**src/rtl/otter_pkg.sv**
```systemverilog
// Shared OTTER control constants: opcodes, funct3 codes and the sequencer state type.
// Imported by both the control-unit FSM and the combinational decoder.
package otter_pkg;

  localparam logic [6:0] LOAD   = 7'b0000011;
  localparam logic [6:0] STORE  = 7'b0100011;
  localparam logic [6:0] BRANCH = 7'b1100011;
  localparam logic [6:0] OP     = 7'b0110011;
  localparam logic [6:0] OP_IMM = 7'b0010011;
  localparam logic [6:0] LUI    = 7'b0110111;
  localparam logic [6:0] AUIPC  = 7'b0010111;
  localparam logic [6:0] JAL    = 7'b1101111;
  localparam logic [6:0] JALR   = 7'b1100111;
  localparam logic [6:0] SYSTEM = 7'b1110011;

  localparam logic [2:0] F3_MRET  = 3'b000;
  localparam logic [2:0] F3_CSRRW = 3'b001;

  typedef enum logic [2:0] {
    INIT,
    FETCH,
    EXEC,
    WB,
    INTR
  } cu_state_t;

  // Opcodes that retire in EXEC with a register-file writeback.
  function automatic logic is_rd_write_op(input logic [6:0] op);
    return (op == OP) || (op == OP_IMM) || (op == LUI) ||
           (op == AUIPC) || (op == JAL) || (op == JALR);
  endfunction

endpackage

```
**src/rtl/otter_cu_fsm_if.sv**
```systemverilog
// Control-unit bus: instruction fields and status in, datapath enables out.
// master = control unit, slave = datapath side.
interface otter_cu_fsm_if;

  logic [6:0] ir6_0;
  logic [2:0] ir14_12;
  logic       mem_ready;
  logic       intr;
  logic       mie;
  logic       pc_write;
  logic       reg_write;
  logic       mem_we2;
  logic       mem_rden1;
  logic       mem_rden2;
  logic       rf_reset;
  logic       csr_we;
  logic       int_taken;
  logic       mret_exec;
  logic       mem_timeout;

  modport master (
    input  ir6_0, ir14_12, mem_ready, intr, mie,
    output pc_write, reg_write, mem_we2, mem_rden1, mem_rden2,
           rf_reset, csr_we, int_taken, mret_exec, mem_timeout
  );

  modport slave (
    output ir6_0, ir14_12, mem_ready, intr, mie,
    input  pc_write, reg_write, mem_we2, mem_rden1, mem_rden2,
           rf_reset, csr_we, int_taken, mret_exec, mem_timeout
  );

endinterface

```
**src/rtl/otter_cu_fsm.sv**
```systemverilog
// OTTER multi-cycle sequencer: steps INIT/FETCH/EXEC/WB/INTR and issues commit enables.
// Interrupt/CSR support is built only when OTTER_INTR_EN is defined.
module otter_cu_fsm
  import otter_pkg::*;
#(
  parameter int INIT_CYCLES = 2,
  parameter int MEM_TIMEOUT = 16
) (
  input  logic           CLK,
  input  logic           RST,
  otter_cu_fsm_if.master bus
);

  localparam int INIT_W = (INIT_CYCLES > 1) ? $clog2(INIT_CYCLES) : 1;
  localparam int WAIT_W = (MEM_TIMEOUT > 1) ? $clog2(MEM_TIMEOUT) : 1;

  cu_state_t         r_state;
  logic [INIT_W-1:0] r_init_cnt;
  logic [WAIT_W-1:0] r_wait_cnt;
  logic              r_intr_pend;

  cu_state_t         w_next_state;
  logic [INIT_W-1:0] w_init_cnt_nxt;
  logic [WAIT_W-1:0] w_wait_cnt_nxt;
  logic              w_intr_pend_nxt;
  logic              w_instr_end;

`ifndef OTTER_INTR_EN
  logic w_unused;
  assign w_unused = &{1'b0, bus.intr, bus.mie, bus.ir14_12};
`endif

  always_comb begin
    w_next_state    = r_state;
    w_init_cnt_nxt  = r_init_cnt;
    w_wait_cnt_nxt  = r_wait_cnt;
    w_intr_pend_nxt = r_intr_pend;
    w_instr_end     = 1'b0;
    bus.pc_write    = 1'b0;
    bus.reg_write   = 1'b0;
    bus.mem_we2     = 1'b0;
    bus.mem_rden1   = 1'b0;
    bus.mem_rden2   = 1'b0;
    bus.rf_reset    = 1'b0;
    bus.csr_we      = 1'b0;
    bus.int_taken   = 1'b0;
    bus.mret_exec   = 1'b0;
    bus.mem_timeout = 1'b0;

    unique case (r_state)
      INIT: begin
        bus.rf_reset = 1'b1;
        if (r_init_cnt == INIT_W'(INIT_CYCLES - 1)) w_next_state = FETCH;
        else w_init_cnt_nxt = r_init_cnt + INIT_W'(1);
      end
      FETCH: begin
        bus.mem_rden1 = 1'b1;
        w_next_state  = EXEC;
      end
      EXEC: begin
        if (bus.ir6_0 == LOAD) begin
          bus.mem_rden2  = 1'b1;
          w_next_state   = WB;
          w_wait_cnt_nxt = '0;
        end else begin
          w_instr_end  = 1'b1;
          bus.pc_write = 1'b1;
          if (bus.ir6_0 == STORE) bus.mem_we2 = 1'b1;
          else if (is_rd_write_op(bus.ir6_0)) bus.reg_write = 1'b1;
`ifdef OTTER_INTR_EN
          else if (bus.ir6_0 == SYSTEM) begin
            if (bus.ir14_12 == F3_MRET) bus.mret_exec = 1'b1;
            else if (bus.ir14_12 == F3_CSRRW) begin
              bus.csr_we    = 1'b1;
              bus.reg_write = 1'b1;
            end
          end
`endif
        end
      end
      WB: begin
        if (bus.mem_ready) begin
          bus.reg_write = 1'b1;
          bus.pc_write  = 1'b1;
          w_instr_end   = 1'b1;
        end else if (r_wait_cnt == WAIT_W'(MEM_TIMEOUT - 1)) begin
          // Give up on the load: advance the PC but never write stale data.
          bus.pc_write    = 1'b1;
          bus.mem_timeout = 1'b1;
          w_instr_end     = 1'b1;
        end else begin
          w_wait_cnt_nxt = r_wait_cnt + WAIT_W'(1);
        end
      end
      INTR: begin
        bus.int_taken = 1'b1;
        bus.pc_write  = 1'b1;
        w_next_state  = FETCH;
      end
      default: w_next_state = INIT;
    endcase

`ifdef OTTER_INTR_EN
    if (w_instr_end) w_next_state = (r_intr_pend && bus.mie) ? INTR : FETCH;
    // A request arriving during entry stays pending for the next boundary.
    if (r_state == INTR) w_intr_pend_nxt = bus.intr;
    else if (r_state != INIT) w_intr_pend_nxt = r_intr_pend | bus.intr;
`else
    if (w_instr_end) w_next_state = FETCH;
    w_intr_pend_nxt = 1'b0;
`endif
  end

  always_ff @(posedge CLK or posedge RST) begin
    if (RST) begin
      r_state     <= INIT;
      r_init_cnt  <= '0;
      r_wait_cnt  <= '0;
      r_intr_pend <= 1'b0;
    end else begin
      r_state     <= w_next_state;
      r_init_cnt  <= w_init_cnt_nxt;
      r_wait_cnt  <= w_wait_cnt_nxt;
      r_intr_pend <= w_intr_pend_nxt;
    end
  end

endmodule
```
**src/flat_wrapper.sv**
```systemverilog
// flat-port wrapper written by rule: the top's interface ports become plain ports
module otter_cu_fsm_flat import otter_pkg::*;
#(
  parameter int INIT_CYCLES = 2,
  parameter int MEM_TIMEOUT = 16
)
  (CLK, RST, bus_ir6_0, bus_ir14_12, bus_mem_ready, bus_intr, bus_mie, bus_pc_write, bus_reg_write, bus_mem_we2, bus_mem_rden1, bus_mem_rden2, bus_rf_reset, bus_csr_we, bus_int_taken, bus_mret_exec, bus_mem_timeout);
  otter_cu_fsm_if bus_i ();
  input  logic CLK;
  input  logic RST;
  input wire logic [$bits(bus_i.ir6_0)-1:0] bus_ir6_0;
  input wire logic [$bits(bus_i.ir14_12)-1:0] bus_ir14_12;
  input wire logic [$bits(bus_i.mem_ready)-1:0] bus_mem_ready;
  input wire logic [$bits(bus_i.intr)-1:0] bus_intr;
  input wire logic [$bits(bus_i.mie)-1:0] bus_mie;
  output wire logic [$bits(bus_i.pc_write)-1:0] bus_pc_write;
  output wire logic [$bits(bus_i.reg_write)-1:0] bus_reg_write;
  output wire logic [$bits(bus_i.mem_we2)-1:0] bus_mem_we2;
  output wire logic [$bits(bus_i.mem_rden1)-1:0] bus_mem_rden1;
  output wire logic [$bits(bus_i.mem_rden2)-1:0] bus_mem_rden2;
  output wire logic [$bits(bus_i.rf_reset)-1:0] bus_rf_reset;
  output wire logic [$bits(bus_i.csr_we)-1:0] bus_csr_we;
  output wire logic [$bits(bus_i.int_taken)-1:0] bus_int_taken;
  output wire logic [$bits(bus_i.mret_exec)-1:0] bus_mret_exec;
  output wire logic [$bits(bus_i.mem_timeout)-1:0] bus_mem_timeout;
  assign bus_i.ir6_0 = bus_ir6_0;
  assign bus_i.ir14_12 = bus_ir14_12;
  assign bus_i.mem_ready = bus_mem_ready;
  assign bus_i.intr = bus_intr;
  assign bus_i.mie = bus_mie;
  assign bus_pc_write = bus_i.pc_write;
  assign bus_reg_write = bus_i.reg_write;
  assign bus_mem_we2 = bus_i.mem_we2;
  assign bus_mem_rden1 = bus_i.mem_rden1;
  assign bus_mem_rden2 = bus_i.mem_rden2;
  assign bus_rf_reset = bus_i.rf_reset;
  assign bus_csr_we = bus_i.csr_we;
  assign bus_int_taken = bus_i.int_taken;
  assign bus_mret_exec = bus_i.mret_exec;
  assign bus_mem_timeout = bus_i.mem_timeout;
  otter_cu_fsm #(.INIT_CYCLES(INIT_CYCLES), .MEM_TIMEOUT(MEM_TIMEOUT)) u_core (.CLK(CLK), .RST(RST), .bus(bus_i));
endmodule
```
**config.mk**
```make
export PLATFORM = sky130hd
export DESIGN_NAME = otter_cu_fsm_flat
export DESIGN_NICKNAME = d
export VERILOG_FILES = /design/src/rtl/otter_pkg.sv /design/src/rtl/otter_cu_fsm_if.sv /design/src/rtl/otter_cu_fsm.sv /design/src/flat_wrapper.sv
export SDC_FILE = /design/constraint.sdc
export NUM_CORES = 1
export LEC_CHECK = 0
export ABC_AREA = 0
export CAP_MARGIN = 30
export CORE_MARGIN = 4
export CORE_UTILIZATION = 38
export CTS_BUF_LIST = sky130_fd_sc_hd__clkbuf_4 sky130_fd_sc_hd__clkbuf_8
export CTS_CLUSTER_SIZE = 24
export DETAILED_ROUTE_END_ITERATION = 7
export PLACE_DENSITY = 0.85
export SKIP_CTS_REPAIR_TIMING = 1
export SLEW_MARGIN = 20
export SYNTH_ARGS = -nofsm -noshare
export SYNTH_HDL_FRONTEND = slang
export SYNTH_SLANG_ARGS = --single-unit
```
**constraint.sdc**
```tcl
create_clock -name CLK -period 2 [get_ports CLK]
set_clock_uncertainty 0.15 [all_clocks]
set_input_delay 0.3 -clock CLK [delete_from_list [all_inputs] [get_ports CLK]]
set_output_delay 0.3 -clock CLK [all_outputs]
set_load 0.02 [all_outputs]
```
---- Word level (Yosys, flattened, before mapping) ----
Index checks and enable logic that the tools add are counted.
operators by class
  add/subtract/negate cells ............... 2
  reductions and logical operators ........ 9
  eq/ne operators ......................... 19
  mux-type cells .......................... 29
operators with widths
  operator               count
  $eq A7 B6 Y1 const B   3
  $mux W1                18
  $pmux W3 S5            1
  $eq A7 B5 Y1 const B   2
  $eq A7 B7 Y1 const B   2
  $mux W4                3
  $mux W3                3
  $pmux W4 S2            1
  $eq A7 B2 Y1 const B   1
  $eq A3 B2 Y1 const B   2
  $ne A3 B1 Y1 const B   2
  $logic_or A1 B1 Y1     5
  $add A4 B1 Y4 const B  1
  $eq A4 B4 Y1 const B   1
  $ne A2 B1 Y1 const B   2
  $ne A2 B2 Y1 const B   2
  $pmux W1 S2            2
  $reduce_and A4 Y1      1
  $eq A3 B1 Y1 const B   1
  $eq A3 B3 Y1 const B   1
  $logic_not A3 Y1       1
  $pmux W1 S3            1
  $reduce_and A3 Y1      1
  $reduce_bool A2 Y1     1
  $add A1 B1 Y1 const B  1
word-level totals
  bits of input ports ..................... 15
  output and inout bits ................... 10
  logic and storage cells ................. 62
  register bits after elaboration ......... 8

---- Logic depth before layout (Yosys ltp) ----
Gate-level depths: netlist of the first run.
  depth after elaboration ................. 10
  gate-level depth with buffers ........... 6
  mapped depth without buffers ............ 6

---- Worst setup path after synthesis of the first run ----
OpenSTA, ideal clock, no wires.
  path kind ............................... reg-to-reg
  from .................................... register u_core.r_state[0]
  to ...................................... register u_core.r_wait_cnt[2]
  setup slack ............................. 0.046 ns
  buffers on the path ..................... 0
  period minus slack after synthesis ...... 1.954 ns
  stages on the path, launching flop included .. 7
  arrival ................................. 1.683 ns
  setup time .............................. 0.121 ns
  required time ........................... 1.729 ns
  cell sequence ........................... dfrtp_1 > inv_1 > ha_1 > inv_1 > or4_4 > a22o_1 > a22o_1
between the ends
  longest elaborated chain between the ends .. 3
  elaborated cells on any way between the ends .. 8
  those cells by class .................... 5 x eq/ne; 1 x mux; 2 x reduce/logical
RTL lines
  item                                                  line                 text
  start: declaration                                    otter_cu_fsm.sv:17   cu_state_t r_state;
  start signal: assignment                              otter_cu_fsm.sv:121  r_state <= w_next_state;
  $eq A3 B2 Y1                                          otter_cu_fsm.sv:50   unique case (r_state)
  $ne A2 B2 Y1 (no line), or another cell as far along  -
  $reduce_and A4 Y1 (no line)                           -
  end signal: assignment                                otter_cu_fsm.sv:123  r_wait_cnt <= w_wait_cnt_nxt;
  end: declaration                                      otter_cu_fsm.sv:19   logic [WAIT_W-1:0] r_wait_cnt;
Several ways; a longest one is shown, not always the timed one.
A chain may end at the register's enable or synchronous reset.

---- Final worst setup path of the first run ----
  from .................................... register u_core.r_state[0]
  to ...................................... output bus_reg_write
between the ends
  longest elaborated chain between the ends .. 2
  elaborated cells on any way between the ends .. 3
  those cells by class .................... 2 x eq/ne; 1 x mux
RTL lines
  item              line                text
  $eq A3 B2 Y1      otter_cu_fsm.sv:50
  $pmux W1 S2 *     otter_cu_fsm.sv:50
  end: declaration  flat_wrapper.sv:17  output wire logic [$bits(bus_i.reg_write)-1:0] bus_reg_write;
Mark *: on every way between the ends. The rest lies on a longest branch, timed or not.

==> results.md, run 1 <==
* Largest family of logic cells by synthesized area: simple AND/OR/NAND/NOR gates
* Register bit total from synthesis at 7
* Vias in the first global route at 651
* Post-DP HPWL at 1420 um
* Worst vdd ir at 0.804 mV
* DR iter-0 viols at 20
* DRC violations left at 0
* Largest net degree at the start of global routing at 8
* Commonest non-fill, non-tap cell in the layout: buf_4
* P per Cell Area at 1140 nW/um^2
* Post-Synth Simple-Gate Area at 28.5%
* Max layer used: met4
* RSZ-0062 raised after global routing: yes
* Most frequent cells in the layout: buf_4 (19), dlymetal6s2s_1 (9), a21oi_1 (7), dfrtp_1 (7), nand2_1 (6)
* Tmin final at roughly 2100 ps
* Total grt overflow at 0
* Crit path DAT at approximately 1700 ps
* Vias per inst at 5.71
* Critical path's top delay family: buffers and inverters
* Antenna violations before repair at 0
* Status: complete, but fails checks
* Crit share post-route at 105%
* Final wirelength at 2130 um
* Clock root buffer: clkbuf_4
* Leakage at approximately 0.00053 uW
* Initial Util at 41.2%
* Syn_area_per_cell at about 8.6 sq um
* Clock sinks at 7
* Core Region at 1330 sq um
* M1 wire length at approximately 800 um
* Multiplexer area fraction after synthesis at 0%
* TNS Setup at -197 ps
* Reg2reg start: u_core.r_state[0]
* Placer Congestion at 0.744
* CP Cell Sequence: inv_2 -> ha_4 -> buf_4 -> buf_6 -> o31ai_4 -> o31ai_1 -> buf_2
* CTS tree: built
* Core Util, Final at 72.4%
* Avg WL per Cell at 17.9 um
* Synthesized area at 549 sq um
* Fin worst setup slack at -98.9 ps
* CP Launch Point: u_core.r_state[0]
* Worst R2R Setup Slack at -10 ps
* Max Buffers Root-to-Sink at 2
* Reg2reg path depth at 7
* Max Cap Violations at 0
* IO Pins at 25
* Worst setup SP type: register
* First-pass GRT wire length at 2770 um
* Final Setup Violations at 3
* Area fraction in compound gates after synthesis at 19.4%
* Die area at between 2000 and 2500 sq um
* Register area at 175 sq um
* Antenna diodes at 0
* Met2 WL at around 1200 um
* Final hold vios at 0
* Synth-to-Final Area Change at 75.9%
* Metal3 WL at about 100 um
* Worst path bufs/invs at 4
* Reg clk slew, reported paths at 60 ps
* Share of layout cells above drive strength 1 at 38.5%
* XOR/XNOR share of the synthesized area at 0%
* Crit end category: primary output
* H-Tree Depth at 1
* GRT Overall Usage at 18.5%
* Total power at 1100 uW
* Max-slew violations at 0
* Hold crit path type: primary input to async pin
* Area share of fa/ha/maj cells after synthesis at between 10% and 20%
* Die width at 46.0 um
* Layout Nets at between 100 and 150
* Die height at 46.0 um
* Failing checks: setup timing
* CP Class: register to primary output
* Clock latency at the later pin of the worst-skew pair at 250 ps
* Worst path max stage delay at around 400 ps
* CTS Buf Count at 3
* Yosys warning count at 0
* Peak Freq at 476 MHz
* Worst hold slack at 140 ps
* Worst R2R End: u_core.r_wait_cnt[2]
* Vias at between 600 and 700
* Port buffer count at 16
* Register area share after synthesis at about a third
* Site row count at 13
* CP max FO at 3
* Synth cell types at 27
* Fillers at 83
* Crit path max-delay cell type: dfrtp_1
* DRT antenna net count at 0
* Synth Instances at 64
* Initial DRT Pass Iterations at 4
* Required @ worst endpoint at ~1600 ps
* Area of the multi-input gates at 385 sq um
-- worst register-to-register path: cells and delay by family, from the launching register on --
| family | cells | cell delay [ps] |
|---|---|---|
| simple gates | 1 | 500 |
| compound gates | 2 | 420 |
| fa+ha+maj | 1 | 140 |
| buf+inv | 3 | 300 |
| flops | 1 | 400 |
-- metrics by stage --
stage,setup WS [ps],cells,cell area (sq um)
2_1_floorplan,45.6,66,557
3_3_place_gp,-550,113,856
3_5_place_dp,-597,113,856
4_1_cts,-611,117,886
5_1_grt,-147,119,966
6_report,-98.9,119,966
-- layer usage --
layer	global-route usage, %	vias up
met1	19.1	339
met5	0	-
met4	10.2	0
met2	33.0	31
met3	5.14	9
li1	-	301
-- synth_stat cells, drive strengths merged --
master | count | area share, %
a21boi | 1 | 1.4
a21oi | 7 | 6.4
a22o | 2 | 3.2
and3 | 1 | 1.1
and4b | 1 | 1.8
buf | 3 | 4.1
conb | 1 | 0.68
dfrtp | 7 | 32
ha | 5 | 11
inv | 6 | 4.1
nand2 | 6 | 4.1
nand2b | 1 | 1.1
nand3 | 2 | 1.8
nand3b | 2 | 2.7
nand4bb | 1 | 2.0
nor2 | 3 | 2.0
nor2b | 2 | 2.3
nor3 | 2 | 1.8
nor3b | 2 | 2.7
o21ai | 2 | 1.8
o22ai | 1 | 1.1
o31ai | 2 | 3.6
o32a | 1 | 1.8
or2 | 2 | 2.7
or4 | 1 | 2.0
-- how the worst max path moves through the flow --
stage	end	depth (start not counted)	slack [ps]
detailed placement	bus_mem_rden2	5	-600
floorplan	u_core.r_wait_cnt[2]	6	50
finish	bus_reg_write	7	-100
global placement	bus_mem_rden2	5	-550
global route	bus_mem_rden2	6	-150
CTS	bus_mem_rden2	6	-610
-- registers in the layout (all words and copies together) (netlist names) --
signal / count
u_core.r_state: 2
u_core.r_init_cnt: 1
u_core.r_wait_cnt: 4
-- logic make-up after synthesis --
logic type               count (synthesis)
AO/OA/AOI/OAI                           16
adder cells (fa/ha/maj)                  5
buffers and inverters                    9
flip-flops                               7
other                                    1
AND/OR/NAND/NOR                         26
-- cell type report --
type	instances	share of cell area [%]
multi-input combinational	50	39.9
timing repair buffer	37	34.6
sequential	7	18.1
clock buffer	4	3.11
inverter	6	2.33
tap	15	1.94
-- where the power goes --
group,total [uW],internal [uW],switching (uW)
sequential,239,192,47.0
combinational,722,363,359
clock,143,89.8,53.7
(Power assumes the default switching activity.)
==> run 2: changes to the inputs <==
--- a/config.mk
+++ b/config.mk
@@ -8,13 +8,11 @@
 export ABC_AREA = 0
 export CAP_MARGIN = 30
 export CORE_MARGIN = 4
-export CORE_UTILIZATION = 38
-export CTS_BUF_LIST = sky130_fd_sc_hd__clkbuf_4 sky130_fd_sc_hd__clkbuf_8
+export CORE_UTILIZATION = 36
 export CTS_CLUSTER_SIZE = 24
 export DETAILED_ROUTE_END_ITERATION = 7
-export PLACE_DENSITY = 0.85
+export PLACE_DENSITY = 0.82
 export SKIP_CTS_REPAIR_TIMING = 1
-export SLEW_MARGIN = 20
 export SYNTH_ARGS = -nofsm -noshare
 export SYNTH_HDL_FRONTEND = slang
 export SYNTH_SLANG_ARGS = --single-unit
==> run 2 against run 1 <==
Sequential cell count unchanged. The run still ends with setup timing left. Cell count decreased by 4.2%. Critical path type unchanged. Routed wire length fell by 31%. Maximum frequency increased by 2.0%. Sequential power shrank 4%. Hold slack lost 9.4 ps. First-iteration DRC count shrank 40%. Clock-buffer cell count did not move. Register-to-register slack improved by 30 ps. Largest cell class unchanged.
==> results.md, run 2 (same netlist as run 1, synthesis figures left out) <==
* Status: complete, but fails checks
* Failing checks: setup timing
* RSZ-0062 raised after global routing: yes
* Vias in the first global route at 570
* TNS Setup at -93.1 ps
* Tmin final at 2060 ps
* Max Cap Violations at 0
* Layout Nets at 120
* IO Pins at 25
* Worst setup SP type: register
* Crit path DAT at 1610 ps
* Worst vdd ir at 0.875 mV
* Final hold vios at 0
* Biggest register: u_core.r_wait_cnt
* Most frequent cells in the layout: buf_4 (14), dlymetal6s2s_1 (9), a21oi_1 (7), dfrtp_1 (7), nand2_1 (6)
* Antenna violations before repair at 0
* First-pass GRT wire length at 2260 um
* Die width at between 40 and 50 um
* CP max FO at 2
* DRT antenna net count at 0
* Placer Congestion at ~0.8
* Vias per inst at 5.02
* Commonest non-fill, non-tap cell in the layout: buf_4
* Leakage at 0.000498 uW
* DRC violations left at 0
* Peak Freq at 486 MHz
* Max-slew violations at 0
* Site row count at 13
* Share of layout cells above drive strength 1 at between 30% and 40%
* Crit end category: primary output
* Fin worst setup slack at -57.9 ps
* Synth-to-Final Area Change at 62.6%
* Avg WL per Cell at 12.9 um
* H-Tree Depth at 1
* Required @ worst endpoint at 1550 ps
* Antenna diodes at 0
* Max reg flops at 4
* Clock root buffer: clkbuf_4
* Crit share post-route at 103%
* Port buffer count at 16
* Largest net degree at the start of global routing at 8
* Initial DRT Pass Iterations at 4
* Die area at approximately 2200 sq um
* P per Cell Area at about 1100 nW/um^2
* Die height at between 40 and 50 um
* Max Buffers Root-to-Sink at 2
* Total power at 989 uW
* Final Setup Violations at 2
* Clock latency at the later pin of the worst-skew pair at roughly 250 ps
* Core Region at approximately 1400 sq um
* Final wirelength at 1470 um
* Fillers at approximately 120
* GRT Overall Usage at 14.4%
* DR iter-0 viols at 12
* Reg clk slew, reported paths at around 50 ps
* Total grt overflow at 0
* CTS Buf Count at 3
* Final instance area at 893 sq um
* Initial Util at 40.2%
* Biggest regs: u_core.r_wait_cnt: 4 flops, u_core.r_state: 2 flops, u_core.r_init_cnt: 1 flops
* Vias at 572
* Clock sinks at 7
* CP Class: register to primary output
* CTS tree: built
* DP Area at slightly above 800 sq um
* Post-DP HPWL at around 1100 um
* Hold crit path type: primary input to async pin
run 2: worst paths after layout:
kind | start | endpoint | slack [ps] | depth (start not counted)
setup / recovery | u_core.r_state[0] | bus_mem_rden2 | -60 | 6
hold / removal | RST | u_core.r_state[0] | 130 | 2
setup reg to reg | u_core.r_state[0] | u_core.r_wait_cnt[2] | 20 | 7
hold reg to reg | u_core.r_init_cnt | u_core.r_init_cnt | 330 | 1
max in group asynchronous | RST | u_core.r_init_cnt | 1350 | 2
min in group CLK | u_core.r_init_cnt | u_core.r_init_cnt | 330 | 1
run 2: power breakdown:
part / internal (uW) / switching, uW
clock: 76.0 / 50.7
sequential: 192 / 37.1
combinational: 326 / 307
total: 594 / 395
run 2: critical path, cell delays in order (launching register included):
cell	delay, ps
dfrtp_1	380
inv_2	90
ha_4	140
inv_1	50
or4_4	480
inv_1	60
buf_2	150
run 2: metal layers:
layer | vias up | routed length [um] | global-route usage, %
met5 | - | 0 | 0
met4 | 0 | 0 | 8.84
met3 | 0 | 108 | 3.07
met2 | 23 | 711 | 22.2
met1 | 254 | 649 | 18.4
li1 | 295 | - | -
run 2: cell type report:
class | instances | area (sq um) | area share [%]
multi-input combinational | 50 | 360 | 40.3
tap | 15 | 18.8 | 2.10
clock buffer | 4 | 26.3 | 2.94
inverter | 6 | 22.5 | 2.52
sequential | 7 | 175 | 19.6
timing repair buffer | 32 | 290 | 32.5
run 2: metrics by stage:
step	hold WS [ps]	std cells	setup slack [ps]	util, %
2_1_floorplan	-46.6	66	45.6	-
3_3_place_gp	305	109	-553	60.4
3_5_place_dp	324	109	-570	60.4
4_1_cts	127	113	-579	62.4
5_1_grt	142	114	-134	65.4
6_report	131	114	-57.9	65.4
==> run 3: changes to the inputs <==
--- a/config.mk
+++ b/config.mk
@@ -8,10 +8,12 @@
 export ABC_AREA = 0
 export CAP_MARGIN = 30
 export CORE_MARGIN = 4
-export CORE_UTILIZATION = 36
+export CORE_UTILIZATION = 38
+export CTS_BUF_LIST = sky130_fd_sc_hd__clkbuf_2 sky130_fd_sc_hd__clkbuf_4 sky130_fd_sc_hd__clkbuf_8
 export CTS_CLUSTER_SIZE = 24
 export DETAILED_ROUTE_END_ITERATION = 7
-export PLACE_DENSITY = 0.82
+export MAX_ROUTING_LAYER = met4
+export PLACE_DENSITY = 0.85
 export SKIP_CTS_REPAIR_TIMING = 1
 export SYNTH_ARGS = -nofsm -noshare
 export SYNTH_HDL_FRONTEND = slang
==> run 3 against run 2 <==
The run still ends with setup timing left. First-iteration DRC count up 100%. Cell count is 4.4% higher. Highest routed layer is now met4. Clock power increased by 13%. Sequential power grew 4%. Global-route usage up 4.6 points.
==> results.md, run 3 (same netlist as run 1, synthesis figures left out) <==
* Clock sinks at 7
* Leakage at around 0.00053 uW
* Most frequent cells in the layout: buf_4 (19), dlymetal6s2s_1 (9), a21oi_1 (7), dfrtp_1 (7), nand2_1 (6)
* Peak Freq at around 480 MHz
* CP Cell Sequence: inv_2 -> ha_4 -> inv_2 -> or4_4 -> inv_1 -> buf_4
* Hold crit path type: primary input to async pin
* Status: complete, but fails checks
* Reg clk slew, reported paths at 60 ps
* Crit path DAT at 1640 ps
* Core Region at 1330 sq um
* IO Pins at 25
* Worst vdd ir at 0.806 mV
* Failing checks: setup timing
* Die area at 2120 sq um
* Worst path bufs/invs at 4
* Crit path max-delay cell type: or4_4
* Worst R2R End: u_core.r_wait_cnt[2]
* H-Tree Depth at 1
* Initial DRT Pass Iterations at 4
* Clock root buffer: clkbuf_4
* Dpl ws at -597 ps
* Crit end category: primary output
* P per Cell Area at ~1100 nW/um^2
* Share of layout cells above drive strength 1 at 38.5%
* DP Area at around 860 sq um
* First-pass GRT wire length at approximately 2800 um
* Reg2reg path depth at 7
* Layout Nets at about 130
* Fin worst setup slack at -88.7 ps
* Max Cap Violations at 0
* Max Buffers Root-to-Sink at 2
* CTS tree: built
* Max-slew violations at 0
* DRT antenna net count at 0
* Worst path max stage delay at 500 ps
* Antenna diodes at 0
* Vias at 662
* CTS Buf Count at 3
* Total grt overflow at 0
* Synth-to-Final Area Change at 75.9%
* Die height at 46.0 um
* Site row count at 13
* Commonest non-fill, non-tap cell in the layout: buf_4
* RSZ-0062 raised after global routing: yes
* Fillers at slightly above 80
* Final Setup Violations at 3
* Placer Congestion at 0.753
* CP most frequent cell: inv_2
* GRT Overall Usage at 19.1%
* Final instance area at 966 sq um
* Largest net degree at the start of global routing at 8
* Critical path's top delay family: simple AND/OR/NAND/NOR gates
* Max reg flops at 4
* Port buffer count at 16
* Required @ worst endpoint at ~1600 ps
* Crit share post-route at 104%
* Final hold vios at 0
* Biggest regs: u_core.r_wait_cnt: 4 flops, u_core.r_state: 2 flops, u_core.r_init_cnt: 1 flops
* Post-DP HPWL at roughly 1400 um
* Avg WL per Cell at 17.9 um
* Vias per inst at 5.56
* Vias in the first global route at 650
* Initial Util at 41.2%
* Worst R2R Setup Slack at -10 ps
* Worst setup SP type: register
* CP max FO at 2
* Antenna violations before repair at 0
* CP Class: register to primary output
* DRC violations left at 0
* Final wirelength at between 2000 and 2500 um
* DR iter-0 viols at 24
* Die width at 46.0 um
* Biggest register: u_core.r_wait_cnt
* Reg2reg start: u_core.r_state[0]
* Tmin final at 2090 ps
* Clock latency at the later pin of the worst-skew pair at 250 ps
-- run 3: cell types whose count changed in the layout (fill, tap and decap cells not counted), sizes merged --
cell,previous run,this run
buf,19,24
-- run 3: worst max path at each step --
stage,startpoint,to,cells past startpoint
after floorplan,u_core.r_state[0],u_core.r_wait_cnt[2],6
after global placement,bus_ir6_0[2],bus_mem_rden2,5
after detailed placement,bus_ir6_0[2],bus_mem_rden2,5
after CTS,u_core.r_state[0],bus_mem_rden2,6
after global routing,u_core.r_state[0],bus_mem_rden2,6
final,u_core.r_state[0],bus_mem_rden2,6
-- run 3: metrics by stage --
stage          cells  utilization, %  TNS, ps  hold slack, ps  total power, uW
6_report         119            72.4     -160             144             1100
5_1_grt          119            72.4     -458             179             1170
4_1_cts          117            66.4    -2760             129             1010
3_5_place_dp     113            64.2    -3560             308              858
3_3_place_gp     113            64.2    -2980             306              826
2_1_floorplan     66               -        0           -46.6              543
-- run 3: layout make-up --
class | instances | area, sq um | area share, %
Inverter | 6 | 22.5 | 2.33
Clock buffer | 4 | 30.0 | 3.11
Timing Repair Buffer | 37 | 334 | 34.6
Multi-Input combinational cell | 50 | 385 | 39.9
Tap cell | 15 | 18.8 | 1.94
Sequential cell | 7 | 175 | 18.1
-- run 3: routing by layer --
layer  part of all wire (%)  global-route usage [%]  routed length [um]  up-vias
li1                       -                       -                   -      303
met1                     38                    19.3                 810      323
met2                     55                    33.0                1170       30
met3                    4.7                    4.74                 100        6
met4                    2.5                    10.2                  54        0
met5                      0                       -                   0        -
-- run 3: report_power, final --
part / switching (uW) / internal, uW
clock network: 53.2 / 89.7
logic: 358 / 364
registers: 47.2 / 192
-- run 3: worst reg2reg max path: cells and delay by family, from the launching register on --
kind                       cells  cell delay (ps)
and+or+nand+nor                1              500
AOI/OAI and AO/OA              2              420
DFF                            1              400
buffers and inverters          3              300
adders and majority gates      1              140
